===== src/rtl/neuron_backprop_update.sv =====
// Gradient-descent updater for a four-input neuron: holds w1..w4 and bias and
// applies one delta-scaled update per register, one register per cycle.
module neuron_backprop_update #(
    parameter int WW       = 16,
    parameter int LR_SHIFT = 4
) (
    input  logic                 clk,
    input  logic                 rst_n,
    input  logic                 start,
    input  logic [1:0]           in1,
    input  logic [1:0]           in2,
    input  logic [1:0]           in3,
    input  logic [1:0]           in4,
    input  logic signed [WW-1:0] delta,
    input  logic                 load_en,
    input  logic [2:0]           load_idx,
    input  logic signed [WW-1:0] load_data,
    output logic signed [WW-1:0] w1_out,
    output logic signed [WW-1:0] w2_out,
    output logic signed [WW-1:0] w3_out,
    output logic signed [WW-1:0] w4_out,
    output logic signed [WW-1:0] bias_out,
    output logic                 busy,
    output logic                 done
);

    // state | meaning
    // IDLE  | waiting; load or start accepted (load has priority)
    // UPD0  | update w1 from captured delta and in1
    // UPD1  | update w2
    // UPD2  | update w3
    // UPD3  | update w4
    // BIAS  | update bias with delta alone
    // DONE  | raise done on the way back to IDLE
    typedef enum logic [2:0] {
        IDLE = 3'd0,
        UPD0 = 3'd1,
        UPD1 = 3'd2,
        UPD2 = 3'd3,
        UPD3 = 3'd4,
        BIAS = 3'd5,
        DONE = 3'd6
    } state_t;

    localparam int GW = WW + 3;
    localparam int DW = WW + 4;
    localparam logic signed [WW-1:0] W_MAX = {1'b0, {(WW-1){1'b1}}};
    localparam logic signed [WW-1:0] W_MIN = {1'b1, {(WW-1){1'b0}}};

    state_t               state;
    logic signed [WW-1:0] w1, w2, w3, w4, bias;
    logic signed [WW-1:0] delta_c;
    logic [1:0]           in1_c, in2_c, in3_c, in4_c;

    logic [1:0]           in_sel;
    logic signed [WW-1:0] cur;
    logic signed [GW-1:0] delta_x;
    logic signed [GW-1:0] in_x;
    logic signed [GW-1:0] grad;
    logic signed [GW-1:0] step;
    logic signed [DW-1:0] diff;
    logic signed [WW-1:0] sat;
    logic                 load_ok;

    always_comb begin
        in_sel = 2'd0;
        cur    = bias;
        case (state)
            UPD0: begin in_sel = in1_c; cur = w1; end
            UPD1: begin in_sel = in2_c; cur = w2; end
            UPD2: begin in_sel = in3_c; cur = w3; end
            UPD3: begin in_sel = in4_c; cur = w4; end
            default: begin in_sel = 2'd0; cur = bias; end
        endcase
    end

    // The bias step is delta alone; the weight step is delta times the input.
    always_comb begin
        delta_x = {{3{delta_c[WW-1]}}, delta_c};
        in_x    = {{(GW-2){1'b0}}, in_sel};
        grad    = delta_x * in_x;
        step    = (state == BIAS) ? (delta_x >>> LR_SHIFT) : (grad >>> LR_SHIFT);
        diff    = {{(DW-WW){cur[WW-1]}}, cur} - {{(DW-GW){step[GW-1]}}, step};
    end

    // In range exactly when all bits above the result sign agree with it.
    always_comb begin
        if (diff[DW-1:WW-1] == {(DW-WW+1){1'b0}} || diff[DW-1:WW-1] == {(DW-WW+1){1'b1}})
            sat = diff[WW-1:0];
        else if (diff[DW-1])
            sat = W_MIN;
        else
            sat = W_MAX;
    end

    assign load_ok = load_en && !busy;

    // busy is held through the first IDLE cycle after DONE so that it drops
    // only after done has been seen; start is still accepted in that cycle.
    always_ff @(posedge clk or negedge rst_n) begin
        if (!rst_n) begin
            state   <= IDLE;
            w1      <= '0;
            w2      <= '0;
            w3      <= '0;
            w4      <= '0;
            bias    <= '0;
            delta_c <= '0;
            in1_c   <= '0;
            in2_c   <= '0;
            in3_c   <= '0;
            in4_c   <= '0;
            busy    <= 1'b0;
            done    <= 1'b0;
        end else begin
            done <= 1'b0;
            case (state)
                IDLE: begin
                    if (load_ok) begin
                        busy <= 1'b0;
                        case (load_idx)
                            3'd0:    w1   <= load_data;
                            3'd1:    w2   <= load_data;
                            3'd2:    w3   <= load_data;
                            3'd3:    w4   <= load_data;
                            3'd4:    bias <= load_data;
                            default: ;
                        endcase
                    end else if (start) begin
                        delta_c <= delta;
                        in1_c   <= in1;
                        in2_c   <= in2;
                        in3_c   <= in3;
                        in4_c   <= in4;
                        busy    <= 1'b1;
                        state   <= UPD0;
                    end else begin
                        busy <= 1'b0;
                    end
                end
                UPD0: begin w1 <= sat; state <= UPD1; end
                UPD1: begin w2 <= sat; state <= UPD2; end
                UPD2: begin w3 <= sat; state <= UPD3; end
                UPD3: begin w4 <= sat; state <= BIAS; end
                BIAS: begin bias <= sat; state <= DONE; end
                DONE: begin done <= 1'b1; state <= IDLE; end
                default: state <= IDLE;
            endcase
        end
    end

    assign w1_out   = w1;
    assign w2_out   = w2;
    assign w3_out   = w3;
    assign w4_out   = w4;
    assign bias_out = bias;

endmodule


===== config.mk =====
export PLATFORM = sky130hd
export DESIGN_NAME = neuron_backprop_update
export DESIGN_NICKNAME = d
export VERILOG_FILES = /design/src/rtl/neuron_backprop_update.sv
export SDC_FILE = /design/constraint.sdc
export NUM_CORES = 1
export LEC_CHECK = 0
export ABC_AREA = 1
export CORE_MARGIN = 5
export CORE_UTILIZATION = 40
export CTS_CLUSTER_SIZE = 30
export DETAILED_ROUTE_END_ITERATION = 16
export DONT_BUFFER_PORTS = 1
export PLACE_DENSITY = 0.51
export REMOVE_ABC_BUFFERS = 1
export SLEW_MARGIN = 20
export SYNTH_ARGS = -nofsm -noshare
export SYNTH_HDL_FRONTEND = slang
export SYNTH_SLANG_ARGS = --single-unit

===== constraint.sdc =====
create_clock -name clk -period 6.7 [get_ports clk]
set_clock_uncertainty 0.05 [all_clocks]
set_input_delay 0.67 -clock clk [delete_from_list [all_inputs] [get_ports clk]]
set_output_delay 0.67 -clock clk [all_outputs]
set_load 0.005 [all_outputs]

# ---- Word level (Yosys, flattened, before mapping)
# Cells that the tools add are included.
dict set report totals {
  regBits 109
  inputBits 47
  out_inout_bits 82
  word_cells 79
}
dict set report classes {
  n_addsub 1
  mul 1
  n_eq_ne 19
  mux 26
  bitwise 1
  reduce_logical 18
}
# operator n
set ops {}
lappend ops {{$mux 16} 12}
lappend ops {{$pmux 16 s2} 5}
lappend ops {{$pmux 16 s4} 1}
lappend ops {{$sub 16x19->20} 1}
lappend ops {{$mul 16x3->19} 1}
lappend ops {{$mux 19} 1}
lappend ops {{$pmux 3 s6} 1}
lappend ops {{$reduce_and 3->1} 6}
lappend ops {{$eq 3x2->1 const B} 4}
lappend ops {{$eq 3x3->1 const B} 4}
lappend ops {{$ne 2x1->1 const B} 5}
lappend ops {{$reduce_bool 2->1} 5}
lappend ops {{$pmux 2 s4} 1}
lappend ops {{$eq 3x1->1 const B} 2}
lappend ops {{$logic_not 3->1} 2}
lappend ops {{$mux 3} 2}
lappend ops {{$ne 2x2->1 const B} 3}
lappend ops {{$eq 5x5->1 const B} 1}
lappend ops {{$logic_not 5->1} 1}
lappend ops {{$mux 1} 3}
lappend ops {{$reduce_and 2->1} 1}
lappend ops {{$logic_and 1x1->1} 1}
lappend ops {{$logic_not 1->1} 1}
lappend ops {{$logic_or 1x1->1} 1}
lappend ops {{$not 1->1} 1}

# ---- Longest topological paths before layout
# Gate-level depths: netlist of run 1.
dict set report logic_depth {
  depth_word 9
  depth_mapped 36
  mapped_depth_nobuf 34
}

# ---- Worst setup path after synthesis of run 1
# Ideal clock, no wire load.
dict set report synth_path {
  path_kind {register to register}
  start {register state[1]}
  end {register w1[1], in the netlist w1_out[1]}
  setup_time_ns 0.124
  arrival_time_ns 4.566
  required_time_ns 6.526
  slack_ns 1.960
  path_stages_with_launch 30
  period_less_slack_ns 4.740
  cell_sequence {dfrtp_1 -> buf_2 -> nor2_1 -> nand3_1 -> nand2_1 -> nor2_2 -> clkbuf_1 -> nor2_1 -> ha_1 -> ha_1 -> a21o_1 -> a21boi_0 -> nor2_1 -> a2111oi_0 -> nand2_1 -> nand2_1 -> nand2_1 -> nand2_1 -> nand2_1 -> ha_1 -> nand2_1 -> o21ai_0 -> a21oi_1 -> nand3_2 -> mux2i_4 -> o21bai_4 -> buf_8 -> nand2_2 -> nand2_1 -> nand3_1}
}
dict set report synth_via {
  elab_chain_len 9
  word_cells_on_any_way 21
  cone_classes {add/sub (1); mul (1); eq/ne (8); mux (6); reduce/logical (5)}
}
# element line
set synth_lines {}
lappend synth_lines {{start, declared} 50} ;# state_t state;
lappend synth_lines {{start signal, assigned} 102} ;# state <= IDLE;
lappend synth_lines {{start signal, assigned} 136} ;# state <= UPD0;
lappend synth_lines {{start signal, assigned} 141} ;# UPD0: begin w1 <= sat; state <= UPD1; end
lappend synth_lines {{$eq 3x3->1, or another cell as far along} 68} ;# case (state)
lappend synth_lines {{$pmux 2 s4} 68}
lappend synth_lines {{$mul 16x3->19} 81} ;# grad = delta_x * in_x;
lappend synth_lines {{$mux 19} 82} ;# step = (state == BIAS) ? (delta_x >>> LR_SHIFT) : (grad >>> LR_SHIFT);
lappend synth_lines {{$sub 16x19->20} 83} ;# diff = {{(DW-WW){cur[WW-1]}}, cur} - {{(DW-GW){step[GW-1]}}, step};
lappend synth_lines {{$eq 5x5->1 or $logic_not 5->1 (tied branches)} 88} ;# if (diff[DW-1:WW-1] == {(DW-WW+1){1'b0}} || diff[DW-1:WW-1] == {(DW-WW+1){1'b1}})
lappend synth_lines {{$logic_or 1x1->1} 88}
lappend synth_lines {{$mux 16} 88}
lappend synth_lines {{$pmux 16 s2} 117} ;# case (state)
lappend synth_lines {{end signal, assigned} 122} ;# 3'd0: w1 <= load_data;
lappend synth_lines {{end, declared} 51} ;# logic signed [WW-1:0] w1, w2, w3, w4, bias;
# Parallel ways exist; a longest one is shown, timed or not.
# A chain may end at the register's enable or synchronous reset.

# ---- Worst setup path after layout of run 1
dict set report layout_path {
  start {register state[2]}
  end {register bias[12], in the netlist bias_out[12]}
}
dict set report layout_via {
  elab_chain_len 9
  word_cells_on_any_way 21
  cone_classes {add/sub (1); mul (1); eq/ne (8); mux (6); reduce/logical (5)}
}
# element line
set layout_lines {}
lappend layout_lines {{$eq 3x3->1, or another cell as far along} 68}
lappend layout_lines {{$pmux 2 s4} 68}
lappend layout_lines {{$mul 16x3->19} 81}
lappend layout_lines {{$mux 19} 82}
lappend layout_lines {{$sub 16x19->20} 83}
lappend layout_lines {{$eq 5x5->1 or $logic_not 5->1 (tied branches)} 88}
lappend layout_lines {{$logic_or 1x1->1} 88}
lappend layout_lines {{$mux 16} 88}
lappend layout_lines {{$pmux 16 s2} 117}
lappend layout_lines {{end signal, assigned} 126} ;# 3'd4: bias <= load_data;
lappend layout_lines {{end, declared} 51}
# Parallel ways exist; a longest one is shown, timed or not.

==> impl_metrics.toml, run 1 <==
[place]
port_buffers = 0
dp_hpwl_um = 18200
place_congestion = 0.868

[critical_path]
worst_ep_arrival_time_ns = 6.20
required_ns = 6.90
crit_path_end_kind = "flop"
r2r_slack_ns = 0.70
critPathLaunchType = "flop"
timing_worst_setup_path_type = "flop to flop"
crit_fanout = 33
crit_slowest_cell = "o21bai_4"
slowest_delay_ns = 0.74
crit_top_cell = "nand2_1"

[cells_and_area]
fill_cells = 2201
area_growth_pct = 6.47
layout-drive-gt1-share_pct = 7.93
nets = 1227
diodes = 0

[synth]
syn_area_um2 = 8150
synth.distinct_cells = 53
synth_top_family_by_area = "simple AND/OR/NAND/NOR gates"
synth_compound_area_share_pct = 13.3
synth_edf_count = 0
synth_fa_ha_area_share_pct = 7.77
synth_top_area_share_pct = 33.5
synth-xor-area-share_pct = 2.26
synth_top_cells_by_area = "dfrtp_1, nand2_1, ha_1, nand3_1, inv_1"
ys_top_cells_by_count = "nand2_1, dfrtp_1, inv_1, nand3_1, nor2_1"
seq_area_frac_synth_pct = 33.5
async_flop_share_pct = 100
syn_avg_cell_area_um2 = 7.05
synth_flop_cell = "dfrtp_1"
synth_mux_area_share_pct = 1.64
synth_top_cell_by_area = "dfrtp_1"
synth_warnings = 0
synth.most_common_cell = "nand2_1"
synth.ff_latch_count = 109
syn_inst = 1156
synth-simple-area-share_pct = 33.5

[sta]
relSlewSlack_pct = 25.7
hold_violations = 0
fin_crit_sh_pct = 89.6
tns_ns = 0
rsz0062_at_grt = "false"
fin_crit_ns = 6.00
max_slew.worst_pin.slew_ns = 1.11
setup-violations-final = 0
max_freq_mhz = 167
slew_violations = 0

[grt]
track_usage_pct = 22.3
antenna_found_initial = 0
grt_pass1_wl_um = 41500
grt-ovfl-total = 0
grt_max_degree = 110
first_global_vias = 7102

[cts]
cts_tree = "done"
cts_sinks = 109
clk_pin_slew_worst_paths_ns = 0.09
numCtsBuffers = 9
insertion_delay_ns = 0.37
cts-root-buf = "clkbuf_16"
cts_resized = 0
clockBufferDepth = 2
htree_num_levels = 3

[floorplan]
die_h_um = 153
rows = 52
coreArea_um2 = 20200
initial_core_util_pct = 40.4
die-area_um2 = 23300
ios = 129
die-width_um = 153

[drt]
vias = 7539
viasPerCell = 5.37
drc = 0
drt-total-wl_um = 26200
wl_per_cell_um = 18.6
dr.pass1.iters = 5
first_iter_violations = 561
drtAntennaViolNets = 0

[hold_path]
hp-class = "input pin to asynchronous set/reset pin"

[run_status]
status = "finished clean"

[job]
cap_viol_max_count = 0
final timing paths:
path | to | from | cells after the start
worst max-delay path | bias_out[12] | state[2] | 28
worst min-delay path | w4_out[11] | rst_n | 1
worst max register to register | bias_out[12] | state[2] | 28
worst min register to register | in3_c[1] | in3_c[1] | 1
max in group asynchronous | delta_c[12] | rst_n | 1
min in group clk | in1_c[1] | in1[1] | 1
per-stage QoR:
step | utilization (%) | hold WS, ns | setup slack (ns) | std cells | cell area, um2
after floorplan | - | 0.324 | 1.52 | 1107 | 7880
after global placement | 41.3 | 0.329 | 0.797 | 1388 | 8330
after detailed placement | 41.3 | 0.330 | 0.732 | 1388 | 8330
after CTS | 43.0 | 0.228 | 0.711 | 1405 | 8670
after global routing | 43.0 | 0.231 | 0.00372 | 1405 | 8670
final | 43.0 | 0.189 | 0.698 | 1405 | 8670
cell families after synthesis:
logic type | Yosys count
xor+xnor | 21
mux | 11
flops | 109
compound gates | 185
simple gates | 626
fa+ha+maj | 50
buf+inv | 154
final cells by class:
cell class	instances	area [um2]	share of cell area, %
clock buffer	11	243	2.80
clock inverter	5	75.1	0.866
inverter	105	394	4.54
multi-input combinational	893	4790	55.2
sequential	109	2730	31.4
tap	270	338	3.89
timing repair buffer	12	110	1.27
layout by cell type, fill, tap and decap left out, types with 15 or more instances in the layout:
cell type  netlist  routed
o21ai_0         56      56
nand2_1        373     373
a221oi_1        15      15
nand3_1        100     100
ha_1            49      49
nor2_1          87      84
dfrtp_1        109     109
a21oi_1         74      74
inv_1          100     100
nand2_2         18      18
o22ai_1         15      15
repair_timing:
action                                 CTS  global route
hold buffers                             1             0
endpoints found under the hold margin  109             0
buffers inserted                         0             0
registers in the layout, summed over array words and instances (netlist names):
name,cells
state,3
w4_out,16
in4_c,2
in3_c,2
done,1
w3_out,16
w2_out,16
w1_out,16
in1_c,2
busy,1
bias_out,16
delta_c,16
in2_c,2
worst max-delay path, delay by kind of cell (launching register included):
kind            cells  cell delay, ns
simple gates       19            2.11
flops               1            0.53
fa+ha+maj           3            0.97
buf+inv             2            0.53
compound gates      4            1.68
routing by layer:
layer / vias up / global-route usage [%] / part of all wire, %
met2: 222 / 34.9 / 46
met1: 3569 / 31.8 / 46
met5: - / 0 / 0
li1: 3738 / - / -
met3: 10 / 5.88 / 7.3
met4: 0 / 3.01 / 0.61
Power of run 1 is not shown: default switching activity piles up to over one toggle a cycle in this logic, so the estimate is an artifact.
==> inputs of run 2 (changes only) <==
CORE_UTILIZATION = 60   (was 40)
PLACE_DENSITY = 0.73   (was 0.51)
==> impl_metrics.toml, run 2 (same netlist as run 1, synthesis figures left out) <==
[sta]
fin_crit_ns = 6.01
rsz0062_at_grt = "false"
max_freq_mhz = 166
max_slew.worst_pin.slew_ns = 1.01
relSlewSlack_pct = 32.8
tns_ns = 0
hold_violations = 0
slew_violations = 0
setup-violations-final = 0
fin_crit_sh_pct = 89.8

[floorplan]
die-area_um2 = 16000
die-width_um = 127
rows = 42
die_h_um = 127
initial_core_util_pct = 61.3
coreArea_um2 = 13300
ios = 129

[cells_and_area]
layout-drive-gt1-share_pct = 8.01
layout_commonest_cell = "nand2_1"
seq_area_um2 = 2730
multi_input_area_um2 = 4790
nets = 1228
diodes = 0
most-common-layout-cells = "nand2_1, dfrtp_1, nand3_1, inv_1, nor2_1"
area_growth_pct = 4.98
fill_cells = 1197
fin_area_um2 = 8550

[cts]
cts_tree = "done"
cts_resized = 0
cts_sinks = 109
cts-root-buf = "clkbuf_16"
clk_pin_slew_worst_paths_ns = 0.08
insertion_delay_ns = 0.37
clockBufferDepth = 2
numCtsBuffers = 9
htree_num_levels = 3
cts_setup_buffers = 0

[place]
place_congestion = 1.02
dpl_cell_area_um2 = 8220
dp_hpwl_um = 16900
port_buffers = 0

[drt]
vias = 7882
drt-total-wl_um = 24400
drtAntennaViolNets = 0
first_iter_violations = 829
wl_per_cell_um = 18.6
dr.pass1.iters = 6
drc = 0
viasPerCell = 6.01

[critical_path]
reg2reg_depth = 27
crit_path_end_kind = "flop"
crit_top_cell = "nand2_1"
crit_fanout = 23
required_ns = 6.91
crit_cells = 27
crit_family = "simple AND/OR/NAND/NOR gates"
critPathBufInv = 2
timing_worst_setup_path_type = "flop to flop"
worst_ep_arrival_time_ns = 6.22
slowest_delay_ns = 0.56
critPathLaunchType = "flop"
crit_slowest_cell = "nor2_2"

[run_status]
status = "finished clean"

[grt]
grt_pass1_wl_um = 39300
antenna_found_initial = 0
grt-ovfl-total = 0
first_global_vias = 7412
grt_max_degree = 110
track_usage_pct = 30.5

[job]
cap_viol_max_count = 0

[hold_path]
hp-class = "input pin to asynchronous set/reset pin"
[run 2: cell count changes in the layout (fill, tap and decap cells not counted), sizes merged]
cell / before / now
buf: 12 / 13
[run 2: cell type report]
cell class / count / share of cell area (%)
Multi-Input combinational cell: 893 / 56.0
Clock buffer: 11 / 2.84
Sequential cell: 109 / 31.9
Timing Repair Buffer: 13 / 1.38
Tap cell: 176 / 2.57
Clock inverter: 5 / 0.746
Inverter: 105 / 4.61
[run 2: final timing paths]
check                          from  slack [ns]         end
setup / recovery           state[2]        0.69   w3_out[5]
hold / removal                rst_n        0.18  w1_out[11]
setup reg to reg           state[2]        0.69   w3_out[5]
hold reg to reg            in2_c[0]        0.48    in2_c[0]
max in group asynchronous     rst_n        5.94   w1_out[2]
min in group clk             in4[1]        0.40    in4_c[1]
[run 2: per-layer routing]
layer	GRT usage, %	up-vias	share of wire, %
li1	-	3745	-
met1	40.8	3644	42
met2	47.0	425	44
met3	9.04	68	11
met4	11.6	0	2.8
met5	0	-	0
[run 2: repair_timing]
item | 4_1_cts | 5_1_grt
hold buffers | 1 | 0
hold endpoints to repair | 109 | 0
endpoints found under the setup margin | 0 | 0
[run 2: through the flow]
stage                     cells  utilization, %  hold WS (ns)  setup slack, ns
after detailed placement   1295            61.8         0.328            0.829
after floorplan            1107               -         0.324             1.52
after global placement     1295            61.8         0.328             1.08
after global routing       1312            64.3         0.237            0.182
final                      1312            64.3         0.183            0.687
after CTS                  1312            64.3         0.228            0.814
Power of run 2 is left out for the same reason.
==> inputs of run 3 (changes only) <==
ABC_AREA = not set   (was 1)
CORE_ASPECT_RATIO = 0.6   (was not set)
==> impl_metrics.toml, run 3 <==
[floorplan]
rows = 31
ios = 129
coreArea_um2 = 12100
die_h_um = 96.5
initial_core_util_pct = 61.6
die-area_um2 = 14900
die-width_um = 154

[sta]
relSlewSlack_pct = 30.8
fin_crit_ns = 6.42
slew_violations = 0
holdWs_ns = 0.230
finalWorstSetupSlack_ns = 0.276
setup-violations-final = 0
fin_crit_sh_pct = 95.9
max_slew.worst_pin.slew_ns = 1.04
max_freq_mhz = 156
hold_violations = 0

[cells_and_area]
most-common-layout-cells = "dfrtp_1, a21oi_1, nand2_1, nor2_1, o21ai_0"
area_growth_pct = 7.06
layout_commonest_cell = "dfrtp_1"
nets = 913
diodes = 0
layout-drive-gt1-share_pct = 11.7
fill_cells = 978

[critical_path]
crit_fanout = 15
regToRegEndpoint = "w3_out[12]"
worst_ep_arrival_time_ns = 6.61
r2r_start = "state[0]"
timing_worst_setup_path_type = "flop to flop"
r2r_slack_ns = 0.28
critPathLaunchType = "flop"
crit_path_end_kind = "flop"
required_ns = 6.88
reg2reg_depth = 24

[cts]
cts_sinks = 109
insertion_delay_ns = 0.35
clk_pin_slew_worst_paths_ns = 0.08
htree_num_levels = 3
clockBufferDepth = 2
cts_setup_buffers = 0
cts_tree = "done"
cts-root-buf = "clkbuf_16"
numCtsBuffers = 9

[drt]
drtAntennaViolNets = 0
dr.pass1.iters = 8
drc = 0
wl_per_cell_um = 23.5
vias = 6830
first_iter_violations = 706
drt-total-wl_um = 23200
viasPerCell = 6.93

[synth]
synth_flop_cell = "dfrtp_1"
synth_warnings = 0
syn_area_um2 = 7480
syn_inst = 829
seq_area_frac_synth_pct = 36.5
synth_top_cells_by_area = "dfrtp_1, ha_1, a21oi_1, mux2_2, nand2_1"
ys_top_cells_by_count = "dfrtp_1, a21oi_1, nand2_1"
synth.distinct_cells = 67
async_flop_share_pct = 100
syn_avg_cell_area_um2 = 9.02
synth.ff_latch_count = 109
synth_top_area_share_pct = 36.5
synth.most_common_cell = "dfrtp_1"
synth_top_cell_by_area = "dfrtp_1"
synth_edf_count = 0

[grt]
first_global_vias = 6629
grt-ovfl-total = 0
antenna_found_initial = 0
grt_pass1_wl_um = 36500
track_usage_pct = 31.0
grt_max_degree = 110

[job]
cap_viol_max_count = 0

[place]
place_congestion = 0.981
dp_hpwl_um = 16300
place_ws_ns = 0.140
port_buffers = 0

[hold_path]
hp-class = "input pin to asynchronous set/reset pin"

[run_status]
status = "finished clean"
## run 3: worst max path at each step
stage / from / endpoint / slack [ns] / depth (start not counted)
2_1_floorplan: state[2] / bias_out[12] / -0.93 / 24
3_3_place_gp: state[1] / w3_out[12] / 0.37 / 24
3_5_place_dp: state[1] / w3_out[12] / 0.14 / 24
4_1_cts: state[1] / w3_out[12] / 0.09 / 24
5_1_grt: state[0] / w3_out[14] / -0.008 / 25
6_report: state[0] / w3_out[12] / 0.28 / 24
## run 3: cell type report
type	count	area, um2	area share (%)
Multi-Input combinational cell	645	4480	55.9
Sequential cell	109	2730	34.1
Clock buffer	9	225	2.81
Timing Repair Buffer	25	208	2.59
Tap cell	165	206	2.58
Inverter	26	97.6	1.22
Clock inverter	7	63.8	0.797
## run 3: routing by layer
layer  track usage [%]  part of all wire, %  up-vias
met3              10.2                   14       70
met1              41.9                   40     3236
met4              11.8                  3.3        0
met2              46.9                   42      505
li1                  -                    -     3019
met5                 0                    0        -
## run 3: kinds of logic (layout without fill, tap and decap cells)
logic type	after synthesis	after routing	synth area share (%)
AO/OA/AOI/OAI	273	273	24.4
AND/OR/NAND/NOR	242	242	15.7
flip-flops	109	109	36.5
buffers and inverters	75	67	4.10
multiplexers	59	59	8.45
adder cells (fa/ha/maj)	50	50	8.47
XOR/XNOR	21	21	2.46
## run 3: worst max-delay path: stages (launching register included)
cell,delay [ns]
dfrtp_1,0.48
and3b_1,0.26
a22o_1,0.25
or2_2,0.39
and2_1,0.20
ha_1,0.27
ha_1,0.35
a21o_1,0.19
a21oi_2,0.21
a21oi_1,0.10
o22ai_1,0.22
a211o_2,0.19
a21boi_2,0.09
o21a_1,0.19
or3_1,0.30
a31oi_1,0.23
ha_1,0.32
a21oi_1,0.24
o21bai_1,0.13
a2111oi_4,0.35
nand3_1,0.11
mux2_2,0.33
nor2b_4,0.21
a31o_2,0.28
a221o_1,0.36
## run 3: repair_timing
item | 4_1_cts | 5_1_grt
endpoints found under the hold margin | 109 | 0
gates resized for setup | 0 | 4
hold buffers | 1 | 0
setup endpoints to repair | 0 | 75
## run 3: metrics by stage
step	utilization, %	instances	cell area, um2	TNS (ns)
after floorplan	-	780	7270	-57.36
after global placement	63.1	969	7670	0
after detailed placement	63.2	969	7670	0
after CTS	65.8	986	7990	0
after global routing	65.9	986	8010	-0.00792
final	65.9	986	8010	0
Power of run 3 is left out for the same reason.
